**src/rtl/tem_pkg.sv**
```systemverilog
// Shared types and constants for the temperature BCD conversion stage.
package tem_pkg;

    localparam int TEM_W      = 16;
    localparam int BCD_DIGITS = 5;

    typedef enum logic [1:0] {
        IDLE  = 2'd0,
        SHIFT = 2'd1,
        DONE  = 2'd2
    } state_t;

    localparam logic [7:0] SEG_DIGIT [0:9] = '{
        8'h3F, 8'h06, 8'h5B, 8'h4F, 8'h66,
        8'h6D, 8'h7D, 8'h07, 8'h7F, 8'h6F
    };
    localparam logic [7:0] SEG_MINUS = 8'h40;
    localparam logic [7:0] SEG_BLANK = 8'h00;

    // Double-dabble correction: every digit >= 5 gets +3 before the shift.
    function automatic logic [4*BCD_DIGITS-1:0] dabble_adjust(input logic [4*BCD_DIGITS-1:0] s);
        logic [4*BCD_DIGITS-1:0] r;
        r = s;
        for (int i = 0; i < BCD_DIGITS; i++) begin
            if (s[4*i +: 4] >= 4'd5) begin
                r[4*i +: 4] = s[4*i +: 4] + 4'd3;
            end
        end
        return r;
    endfunction

endpackage

```
**src/rtl/tem_bcd_conv_seg7_dec.sv**
```systemverilog
// BCD digit to TM1638 common-cathode segment byte (bit0=a .. bit6=g, dp=0).
module seg7_dec
    import tem_pkg::*;
(
    input  logic [3:0] bcd_digit,
    output logic [7:0] seg_byte
);

    always_comb begin
        seg_byte = SEG_BLANK;
        if (bcd_digit <= 4'd9) begin
            seg_byte = SEG_DIGIT[bcd_digit];
        end
    end

endmodule

```
**src/rtl/tem_bcd_conv.sv**
```systemverilog
// Signed 16-bit temperature to sign + 5 BCD digits, one bit per clock (double dabble).
// Optional TM1638 segment output enabled by defining TEM_BCD_SEG_EN.
module tem_bcd_conv
    import tem_pkg::*;
#(
    parameter int IN_W   = TEM_W,
    parameter int DIGITS = BCD_DIGITS
) (
    input  logic                  clk,
    input  logic                  rst,
    input  logic                  start,
    input  logic [IN_W-1:0]       tem_bin,
    output logic                  busy,
    output logic                  done,
    output logic                  neg,
    output logic [4*DIGITS-1:0]   bcd
`ifdef TEM_BCD_SEG_EN
    ,
    output logic [47:0]           seg
`endif
);

    state_t                state_q, state_d;
    logic [IN_W-1:0]       mag_q, mag_d;
    logic [4*DIGITS-1:0]   scratch_q, scratch_d;
    logic [3:0]            cnt_q, cnt_d;
    logic                  neg_r_q, neg_r_d;
    logic                  neg_q, neg_d;
    logic [4*DIGITS-1:0]   bcd_q, bcd_d;

    logic [4*DIGITS-1:0]   adj;
    logic [4*DIGITS-1:0]   shifted;

    assign adj     = dabble_adjust(scratch_q);
    assign shifted = {adj[4*DIGITS-2:0], mag_q[IN_W-1]};

`ifdef TEM_BCD_SEG_EN
    logic [47:0] seg_q, seg_d;
    logic [47:0] seg_next;
    logic [7:0]  dec_byte [0:4];
    logic [2:0]  msd;

    genvar g;
    generate
        for (g = 0; g < 5; g++) begin : g_dec
            seg7_dec u_dec (
                .bcd_digit (shifted[4*g +: 4]),
                .seg_byte  (dec_byte[g])
            );
        end
    endgenerate

    // Blank leading zeros; the minus sign sits just left of the top shown digit.
    always_comb begin
        msd = 3'd0;
        for (int k = 1; k < 5; k++) begin
            if (shifted[4*k +: 4] != 4'd0) begin
                msd = 3'(k);
            end
        end
        seg_next = '0;
        for (int k = 0; k < 6; k++) begin
            seg_next[8*k +: 8] = SEG_BLANK;
            if (k < 5 && 3'(k) <= msd) begin
                seg_next[8*k +: 8] = dec_byte[k];
            end else if (3'(k) == msd + 3'd1 && neg_r_q) begin
                seg_next[8*k +: 8] = SEG_MINUS;
            end
        end
    end
`endif

    always_comb begin
        state_d   = state_q;
        mag_d     = mag_q;
        scratch_d = scratch_q;
        cnt_d     = cnt_q;
        neg_r_d   = neg_r_q;
        neg_d     = neg_q;
        bcd_d     = bcd_q;
`ifdef TEM_BCD_SEG_EN
        seg_d     = seg_q;
`endif
        case (state_q)
            IDLE: begin
                if (start) begin
                    mag_d     = tem_bin[IN_W-1] ? (~tem_bin + 16'd1) : tem_bin;
                    neg_r_d   = tem_bin[IN_W-1];
                    scratch_d = '0;
                    cnt_d     = 4'd0;
                    state_d   = SHIFT;
                end
            end
            SHIFT: begin
                scratch_d = shifted;
                mag_d     = {mag_q[IN_W-2:0], 1'b0};
                cnt_d     = cnt_q + 4'd1;
                if (cnt_q == 4'd15) begin
                    bcd_d   = shifted;
                    neg_d   = neg_r_q;
`ifdef TEM_BCD_SEG_EN
                    seg_d   = seg_next;
`endif
                    state_d = DONE;
                end
            end
            DONE: begin
                state_d = IDLE;
            end
            default: begin
                state_d = IDLE;
            end
        endcase
    end

    always_ff @(posedge clk) begin
        if (rst) begin
            state_q   <= IDLE;
            mag_q     <= '0;
            scratch_q <= '0;
            cnt_q     <= '0;
            neg_r_q   <= 1'b0;
            neg_q     <= 1'b0;
            bcd_q     <= '0;
`ifdef TEM_BCD_SEG_EN
            seg_q     <= '0;
`endif
        end else begin
            state_q   <= state_d;
            mag_q     <= mag_d;
            scratch_q <= scratch_d;
            cnt_q     <= cnt_d;
            neg_r_q   <= neg_r_d;
            neg_q     <= neg_d;
            bcd_q     <= bcd_d;
`ifdef TEM_BCD_SEG_EN
            seg_q     <= seg_d;
`endif
        end
    end

    assign busy = (state_q != IDLE);
    assign done = (state_q == DONE);
    assign neg  = neg_q;
    assign bcd  = bcd_q;
`ifdef TEM_BCD_SEG_EN
    assign seg  = seg_q;
`endif

endmodule

```
**config.mk**
```make
export PLATFORM = sky130hd
export DESIGN_NAME = tem_bcd_conv
export DESIGN_NICKNAME = d
export VERILOG_FILES = /design/src/rtl/tem_pkg.sv /design/src/rtl/tem_bcd_conv_seg7_dec.sv /design/src/rtl/tem_bcd_conv.sv
export SDC_FILE = /design/constraint.sdc
export NUM_CORES = 1
export LEC_CHECK = 0
export CORE_ASPECT_RATIO = 0.8
export CORE_UTILIZATION = 49
export DETAILED_ROUTE_END_ITERATION = 16
export PLACE_DENSITY = 0.77
export SLEW_MARGIN = 30
export SYNTH_ARGS = -nofsm -noshare
export SYNTH_HDL_FRONTEND = slang
export SYNTH_SLANG_ARGS = --single-unit
```
**constraint.sdc**
```tcl
create_clock -name clk -period 1.7 [get_ports clk]
set_input_delay 0.34 -clock clk [delete_from_list [all_inputs] [get_ports clk]]
set_output_delay 0.34 -clock clk [all_outputs]
set_load 0.01 [all_outputs]
```
Word-level counts from Yosys, hierarchy flattened
Index checks and enable logic that the tools add are counted.
Widths: inputs -> output; s select.

cells by class
  add/sub/neg operators = 7
  $lt $le $gt $ge = 5
  eq/ne operators = 5
  mux-type cells = 15
  bitwise operators = 1
  reductions and logical operators = 7

operators with widths
  cell                   count
  $pmux 20 s2            1
  $mux 16                2
  $pmux 16 s2            1
  $ge 4x3->1 const B     5
  $mux 20                1
  $mux 4                 5
  $add 16x1->16 const B  1
  $add 4x2->4 const B    4
  $not 16->16            1
  $pmux 4 s2             1
  $reduce_and 2->1       4
  $add 4x1->4 const B    1
  $eq 4x4->1 const B     1
  $mux 2                 2
  $ne 2x2->1 const B     2
  $pmux 2 s2             1
  $reduce_bool 2->1      2
  $add 3x2->3 const B    1
  $mux 3                 1
  $eq 2x1->1 const B     1
  $eq 2x2->1 const B     1
  $logic_not 2->1        1

word-level totals
  flip-flop bits (word level) = 64
  input bits = 19
  output and inout bits = 23
  word-level logic and storage cells = 47

Longest topological paths before layout
Gate-level depths: netlist of run 1.

  word-level depth = 5
  depth in mapped cells = 6
  depth with buffers taken out = 6

Least setup slack after synthesis of run 1
OpenSTA, ideal clock, no wires.

  path kind = input -> register
  from = input port tem_bin[6]
  to = register mag_q[12]
  arrival = 1.630 ns
  data required time = 1.605 ns
  setup slack = -0.026 ns
  stages on the path = 5
  cells stage by stage = or4_4 buf_6 o41ai_2 xor2_1 a221oi_1

between the ends
  cells in the longest elaborated chain, start to end = 5

RTL lines
  element               line                 text
  start, declared       tem_bcd_conv.sv:12   input logic [IN_W-1:0] tem_bin,
  $not 16->16           tem_bcd_conv.sv:87   mag_d = tem_bin[IN_W-1] ? (~tem_bin + 16'd1) : tem_bin;
  $add 16x1->16         tem_bcd_conv.sv:87
  $mux 16               tem_bcd_conv.sv:87
  $mux 16               tem_bcd_conv.sv:86   if (start) begin
  $pmux 16 s2           tem_bcd_conv.sv:84   case (state_q)
  end signal, assigned  tem_bcd_conv.sv:130  mag_q <= mag_d;
  end, declared         tem_bcd_conv.sv:24   logic [IN_W-1:0] mag_q, mag_d;

Every way passes these cells. The select of a mux whose other input is x is not followed.
A chain may end at the register's enable or synchronous reset.

Final worst setup path of run 1
  from = input port tem_bin[10]
  to = register mag_q[12]

Same word-level chain as after synthesis.

==> parameters.txt, run 1 <==
Parameter                              Value

Status
  Run status    finished with violations
  Violated checks    setup timing

STA
  Worst slew pin tran    0.422 ns
  Worst Hold Slack    ~0.46 ns
  Slew Viols, Final    0
  Period Utilization, post-route    1.04
  Worst clock skew on the final layout    roughly 0.005 ns
  Post-layout min period    1.77 ns
  Number of hold violations in the final report    0
  Slack of the critical path    -0.0743 ns
  Achievable frequency    between 0.5 and 0.6 GHz
  Total Neg Setup Slack    -0.0743 ns
  Remaining max-slew budget at the tightest pin    0.718
  Number of endpoints failing setup at the final stage    1

Synth
  Post-synthesis area per instance    8.59 sq um
  Post-Syn Instances    367
  Yosys Warn Count    0
  Combinational family with the most area after synthesis    compound AO/OA/AOI/OAI gates
  Cell Area, Synth    3150 sq um
  Multiplexer area fraction after synthesis    0.0310
  Post-synthesis xor/xnor area fraction    0.0472
  Share of the synthesized area in the top cell type    0.407
  Leading cell types by total area after synthesis    sky130_fd_sc_hd__dfxtp_1 41%, sky130_fd_sc_hd__o21ai_0 5.7%, sky130_fd_sc_hd__a21oi_1 4.9%
  Distinct cells, synth    45
  Sequential-to-total area share from yosys stat    0.407
  Adder-cell share of the synthesized area    0.0476
  Complex-gate fraction of the synthesized area    0.239
  Library cell occupying the most area in the post-synthesis netlist    sky130_fd_sc_hd__dfxtp_1
  Synth Area in Simple Gates    0.180
  Number of flip-flops and latches in the synthesized netlist    64
  Net count of the mapped netlist    398

Route
  Total number of vias    ~3,000
  1st-pass router iterations    4
  Antenna-violating nets left    0
  Detail-routed net length per standard cell    15.9 um
  Post-DR vias/cell    5.80
  Number of DRC markers in iteration 0    about 150
  DRC violations left    0
  DRT Wirelength    around 8200 um

Worst setup path
  Arr. time, crit path    2.03 ns
  Critical Path Fanout Max    3
  Worst reg2reg path startpoint    scratch_q[4]
  Worst reg-to-reg path cell count    6
  Capturing point of the worst reg2reg path    bcd[6]
  End of the critical path    mag_q[12]
  Crit path launch    tem_bin[10]
  Nature of the critical path startpoint    input port
  Worst setup path class    input port to flip-flop
  Setup slack on the worst flop-to-flop path    0.10 ns
  Crit end category    flip-flop
  Required time of the worst setup path    between 1.5 and 2 ns

Die
  Standard-cell rows    25
  Die area    6760 sq um
  Initial cell density of the core    0.519
  Die H    73.7 um
  Top Ports    42
  Area of the core    ~6100 sq um
  Overall die width    91.7 um

Pwr
  Power per Cell Area    834 nW/um^2
  Static power due to leakage    1.56 nW
  Worst vdd rail ir drop    between 400 and 500 uV

GRT
  Total routing resource utilization after global routing    0.255
  Wire length of the first global-routing pass    13,400 um
  Congestion Overflow GR    0
  Pin count of the biggest net entering global routing    35
  Initial antenna violation count    0
  Vias in the first global route    2,892

Finish
  Most frequent cells in the layout    62 x sky130_fd_sc_hd__dfxtp_1, 35 x sky130_fd_sc_hd__o21ai_0, 30 x sky130_fd_sc_hd__clkdlybuf4s50_1
  Fraction of layout cells with a size suffix above 1    0.187
  Final nets    about 460
  Number of diodes    0
  Final core utilization    0.690
  Area growth syn-to-layout    32.9%
  Most frequent standard cell in the layout excluding fill and tap cells    sky130_fd_sc_hd__dfxtp_1

Place
  Number of port buffers    41
  Half-perimeter wire length of the detailed placement result    5360 um
  Gpl congestion    0.814

Clock tree
  H-tree depth    3
  Hold buffers post-CTS    0
  Clock root buffer    sky130_fd_sc_hd__clkbuf_8
  TritonCTS clock tree    done
  CTS sink count    64
  Cts bufs inserted    9
  Clock-pin slew reported for the worst setup and hold paths after clock tree synthesis    0.07 ns
  Deepest clock path buffer count    2
  Number of buffers added for setup after CTS    0
  Clock latency of the later-clocked register in the worst-skew pair    0.34 ns

Run
  Number of violations of the max-capacitance limit    0

Hold path
  Worst min-delay path class    input port to flip-flop
  Hold-critical path depth    4
  Worst Min Path Start    tem_bin[9]
state kept, by name, summed over array words and instances, names as in the netlist:
signal and count:
state_q 2, mag_q 16, neg 1, neg_r_q 1
scratch_q 20, cnt_q 4, bcd 20
how the worst min path moves through the flow:
stage | endpoint | slack (ns)
floorplan | mag_q[2] | 0.43
global placement | mag_q[2] | 0.45
detailed placement | bcd[17] | 0.46
CTS | mag_q[2] | 0.47
global route | mag_q[9] | 0.49
finish | mag_q[9] | 0.46
layer usage:
| metal | global-route usage | wire (um) | up-vias | share of wire |
|---|---|---|---|---|
| met5 | 0 | 0 | - | 0 |
| met4 | 0.0899 | 136 | 0 | 0.017 |
| met3 | 0.0683 | 533 | 20 | 0.065 |
| met2 | 0.429 | 3940 | 103 | 0.48 |
| met1 | 0.317 | 3560 | 1398 | 0.44 |
| li1 | - | - | 1458 | - |
cell usage after synthesis (all sizes together):
| library cell | instances |
|---|---|
| o41ai | 5 |
| nor2b | 2 |
| buf | 3 |
| a31oi | 1 |
| clkbuf | 20 |
| or3 | 1 |
| mux2i | 3 |
| or4b | 1 |
| and3 | 1 |
| a22oi | 11 |
| o22ai | 20 |
| xor2 | 11 |
| mux2 | 6 |
| xnor2 | 6 |
| nand3 | 21 |
| ha | 12 |
| a31o | 1 |
| nand3b | 1 |
| or4 | 3 |
| a21oi | 31 |
| nor3 | 10 |
| o21bai | 1 |
| nand2b | 9 |
| nand4 | 2 |
| o21ai | 37 |
| a211o | 1 |
| inv | 15 |
| o31ai | 3 |
| nand2 | 24 |
| a221oi | 2 |
| dfxtp | 64 |
| nor3b | 9 |
| a311oi | 1 |
| or2 | 2 |
| and2 | 4 |
| and3b | 1 |
| nor2 | 18 |
| a211oi | 4 |
cell families (layout without fill, tap and decap cells):
| kind of cell | Yosys count | after routing |
|---|---|---|
| compound gates | 118 | 118 |
| simple gates | 109 | 110 |
| flops | 64 | 64 |
| buf+inv | 38 | 103 |
| xor+xnor | 17 | 17 |
| fa+ha+maj | 12 | 12 |
| mux | 9 | 9 |
cell type report:
type | instances | area [sq um]
Fill cell | 472 | 1880
Multi-Input combinational cell | 266 | 1830
Sequential cell | 64 | 1280
Timing Repair Buffer | 72 | 687
Clock buffer | 11 | 151
Tap cell | 81 | 101
Clock inverter | 5 | 78.8
Inverter | 15 | 56.3
power by group:
group / leakage (nW) / switching, mW / internal, mW / total (mW)
Clock: 0.119 / 0.605 / 0.903 / 1.51
Combinational: 0.925 / 0.228 / 0.187 / 0.415
Sequential: 0.519 / 0.0285 / 1.54 / 1.57
Total: 1.56 / 0.861 / 2.63 / 3.49
what timing repair did:
action / CTS / global route
resized for setup: 17 / 17
cloned: 1 / 0
pin swaps: 6 / 11
hold endpoints to repair: 0 / 0
setup endpoints to repair: 10 / 13
critical path: stages:
cell	delay, ns
sky130_fd_sc_hd__clkdlybuf4s50_1	0.44
sky130_fd_sc_hd__or4_4	0.48
sky130_fd_sc_hd__o41ai_4	0.37
sky130_fd_sc_hd__xor2_1	0.13
sky130_fd_sc_hd__a221oi_2	0.27
per-stage QoR:
| stage | cells | area, sq um | power, mW | worst slack (ns) |
|---|---|---|---|---|
| 6_report | 514 | 4190 | 3.49 | -0.0743 |
| 5_1_grt | 514 | 4190 | 3.62 | -0.0787 |
| 4_1_cts | 514 | 4120 | 3.49 | 0.00469 |
| 3_5_place_dp | 497 | 3840 | 1.99 | -0.537 |
| 3_3_place_gp | 497 | 3840 | 1.98 | -0.477 |
| 2_1_floorplan | 367 | 3150 | 1.80 | -0.0258 |
No activity file was read; power rests on OpenSTA's default activity.
==> inputs of run 2 (changes only) <==
--- a/config.mk
+++ b/config.mk
@@ -8,6 +8,8 @@
 export CORE_ASPECT_RATIO = 0.8
 export CORE_UTILIZATION = 49
 export DETAILED_ROUTE_END_ITERATION = 16
+export GPL_ROUTABILITY_DRIVEN = 0
+export MAX_ROUTING_LAYER = met4
 export PLACE_DENSITY = 0.77
 export SLEW_MARGIN = 30
 export SYNTH_ARGS = -nofsm -noshare
==> run 2 against run 1 <==
The run still ends with setup timing left. Register-to-register slack hardly changed. Sequential share of layout area stayed put. Utilization stayed put. Clock-buffer cell count stayed put. Maximum frequency is 0.14% higher. Worst hold slack better by 0.0020 ns. Power hardly changed. First-iteration DRC count is 2.0% higher. Largest cell class unchanged. Highest routed layer unchanged.
==> parameters.txt, run 2 (synthesis gave the netlist of run 1 again) <==
Parameter                              Value

STA
  Post-layout min period    about 1.8 ns
  Worst slew pin tran    0.412 ns
  Number of hold violations in the final report    0
  Period Utilization, post-route    1.04
  Slew Viols, Final    0
  Worst clock skew on the final layout    0.00597 ns
  Achievable frequency    about 0.56 GHz
  Slack of the critical path    -0.0718 ns
  Number of endpoints failing setup at the final stage    1
  Remaining max-slew budget at the tightest pin    0.724

Route
  DRC violations left    0
  DRT Wirelength    between 8000 and 9000 um
  Antenna-violating nets left    0
  Routed length on met2    between 3000 and 4000 um
  Number of DRC markers in iteration 0    150
  Post-DR vias/cell    between 5 and 6
  Uppermost routed layer    met4
  Total length of routed met3 wires    496 um
  1st-pass router iterations    5
  Total number of vias    about 3,000
  WL met1    approximately 3600 um
  Detail-routed net length per standard cell    approximately 16 um

Finish
  Final nets    459
  Most frequent cells in the layout    62 x sky130_fd_sc_hd__dfxtp_1, 35 x sky130_fd_sc_hd__o21ai_0, 30 x sky130_fd_sc_hd__clkdlybuf4s50_1
  Most frequent standard cell in the layout excluding fill and tap cells    sky130_fd_sc_hd__dfxtp_1
  Fraction of layout cells with a size suffix above 1    0.187
  Number of diodes    0
  Area growth syn-to-layout    32.9%
  Finished Layout Cells    514

Clock tree
  Clock-pin slew reported for the worst setup and hold paths after clock tree synthesis    0.07 ns
  Hold buffers post-CTS    0
  H-tree depth    3
  Number of buffers added for setup after CTS    0
  CTS sink count    64
  TritonCTS clock tree    done
  Deepest clock path buffer count    2
  Clock root buffer    sky130_fd_sc_hd__clkbuf_8
  Cts bufs inserted    9
  Clock latency of the later-clocked register in the worst-skew pair    0.34 ns

GRT
  Total routing resource utilization after global routing    0.262
  Wire length of the first global-routing pass    13,400 um
  Initial antenna violation count    0
  Congestion Overflow GR    0
  Vias in the first global route    2,895
  Pin count of the biggest net entering global routing    35

Worst setup path
  Required time of the worst setup path    1.95 ns
  Worst setup path class    input port to flip-flop
  Arr. time, crit path    2.02 ns
  Crit end category    flip-flop
  Nature of the critical path startpoint    input port
  Critical Path Fanout Max    3

Die
  Initial cell density of the core    0.519
  Die H    73.7 um
  Overall die width    about 90 um
  Area of the core    6070 sq um
  Die area    6760 sq um
  Standard-cell rows    25
  Top Ports    42

Pwr
  Sequential share of power    0.449
  Clock power frac    0.431
  Part of the power in combinational logic    0.119
  Switching part of the total power    0.246
  Static power due to leakage    ~1.6 nW
  Power per Cell Area    833 nW/um^2
  Internal power    2.63 mW
  Worst vdd rail ir drop    432 uV
  Reported net switching power    0.859 mW

Status
  Run status    finished with violations
  Violated checks    setup timing

Place
  Half-perimeter wire length of the detailed placement result    around 5400 um
  Number of port buffers    41
  Cell count after placement    497
  Pre-CTS setup slack    -0.537 ns

Run
  Number of violations of the max-capacitance limit    0

Hold path
  Worst min-delay path class    input port to flip-flop
==> run 2: critical path: stages <==
cell	delay, ns
sky130_fd_sc_hd__clkdlybuf4s50_1	0.44
sky130_fd_sc_hd__or4_4	0.48
sky130_fd_sc_hd__o41ai_4	0.37
sky130_fd_sc_hd__xor2_1	0.13
sky130_fd_sc_hd__a221oi_2	0.27
==> run 2: final cells by class <==
class	instances	area, sq um
inverters	15	56.3
fillers	472	1880
multi-input cells	266	1830
clock buffers	11	151
well taps	81	101
flip-flops and latches	64	1280
repair buffers	72	687
clock inverters	5	78.8
==> run 2: worst paths after layout <==
path                 from  cells past startpoint         to  slack (ns)
max           tem_bin[10]                      5  mag_q[12]       -0.07
min            tem_bin[9]                      4   mag_q[9]        0.47
max reg2reg  scratch_q[4]                      6     bcd[6]        0.09
min reg2reg       bcd[17]                      2    bcd[17]        0.48
==> run 2: metrics by stage <==
| step | util | instance area [sq um] | TNS, ns | power, mW | hold slack, ns |
|---|---|---|---|---|---|
| floorplan | - | 3150 | -0.0258 | 1.80 | 0.432 |
| finish | 0.690 | 4190 | -0.0718 | 3.49 | 0.466 |
| CTS | 0.678 | 4120 | 0 | 3.49 | 0.473 |
| global route | 0.690 | 4190 | -0.113 | 3.62 | 0.487 |
| detailed placement | 0.633 | 3840 | -4.94 | 1.99 | 0.462 |
| global placement | 0.633 | 3840 | -4.42 | 1.98 | 0.448 |
==> run 2: power by group through the flow <==
stage	registers, mW	logic [mW]	clock network (mW)
final	1.57	0.415	1.51
after global routing	1.57	0.446	1.60
after CTS	1.57	0.399	1.52
after detailed placement	1.60	0.389	0
after global placement	1.60	0.380	0
after floorplan	1.59	0.207	0
==> run 2: per-layer routing <==
metal,up-vias,global-route usage
li1,1455,-
met1,1425,0.317
met2,112,0.429
met3,15,0.0683
met4,0,0.0899
met5,-,-
==> run 2: timing repair <==
item,CTS,global route
pin swaps,6,11
endpoints found under the setup margin,10,13
gates cloned,1,0
gates resized for setup,17,17
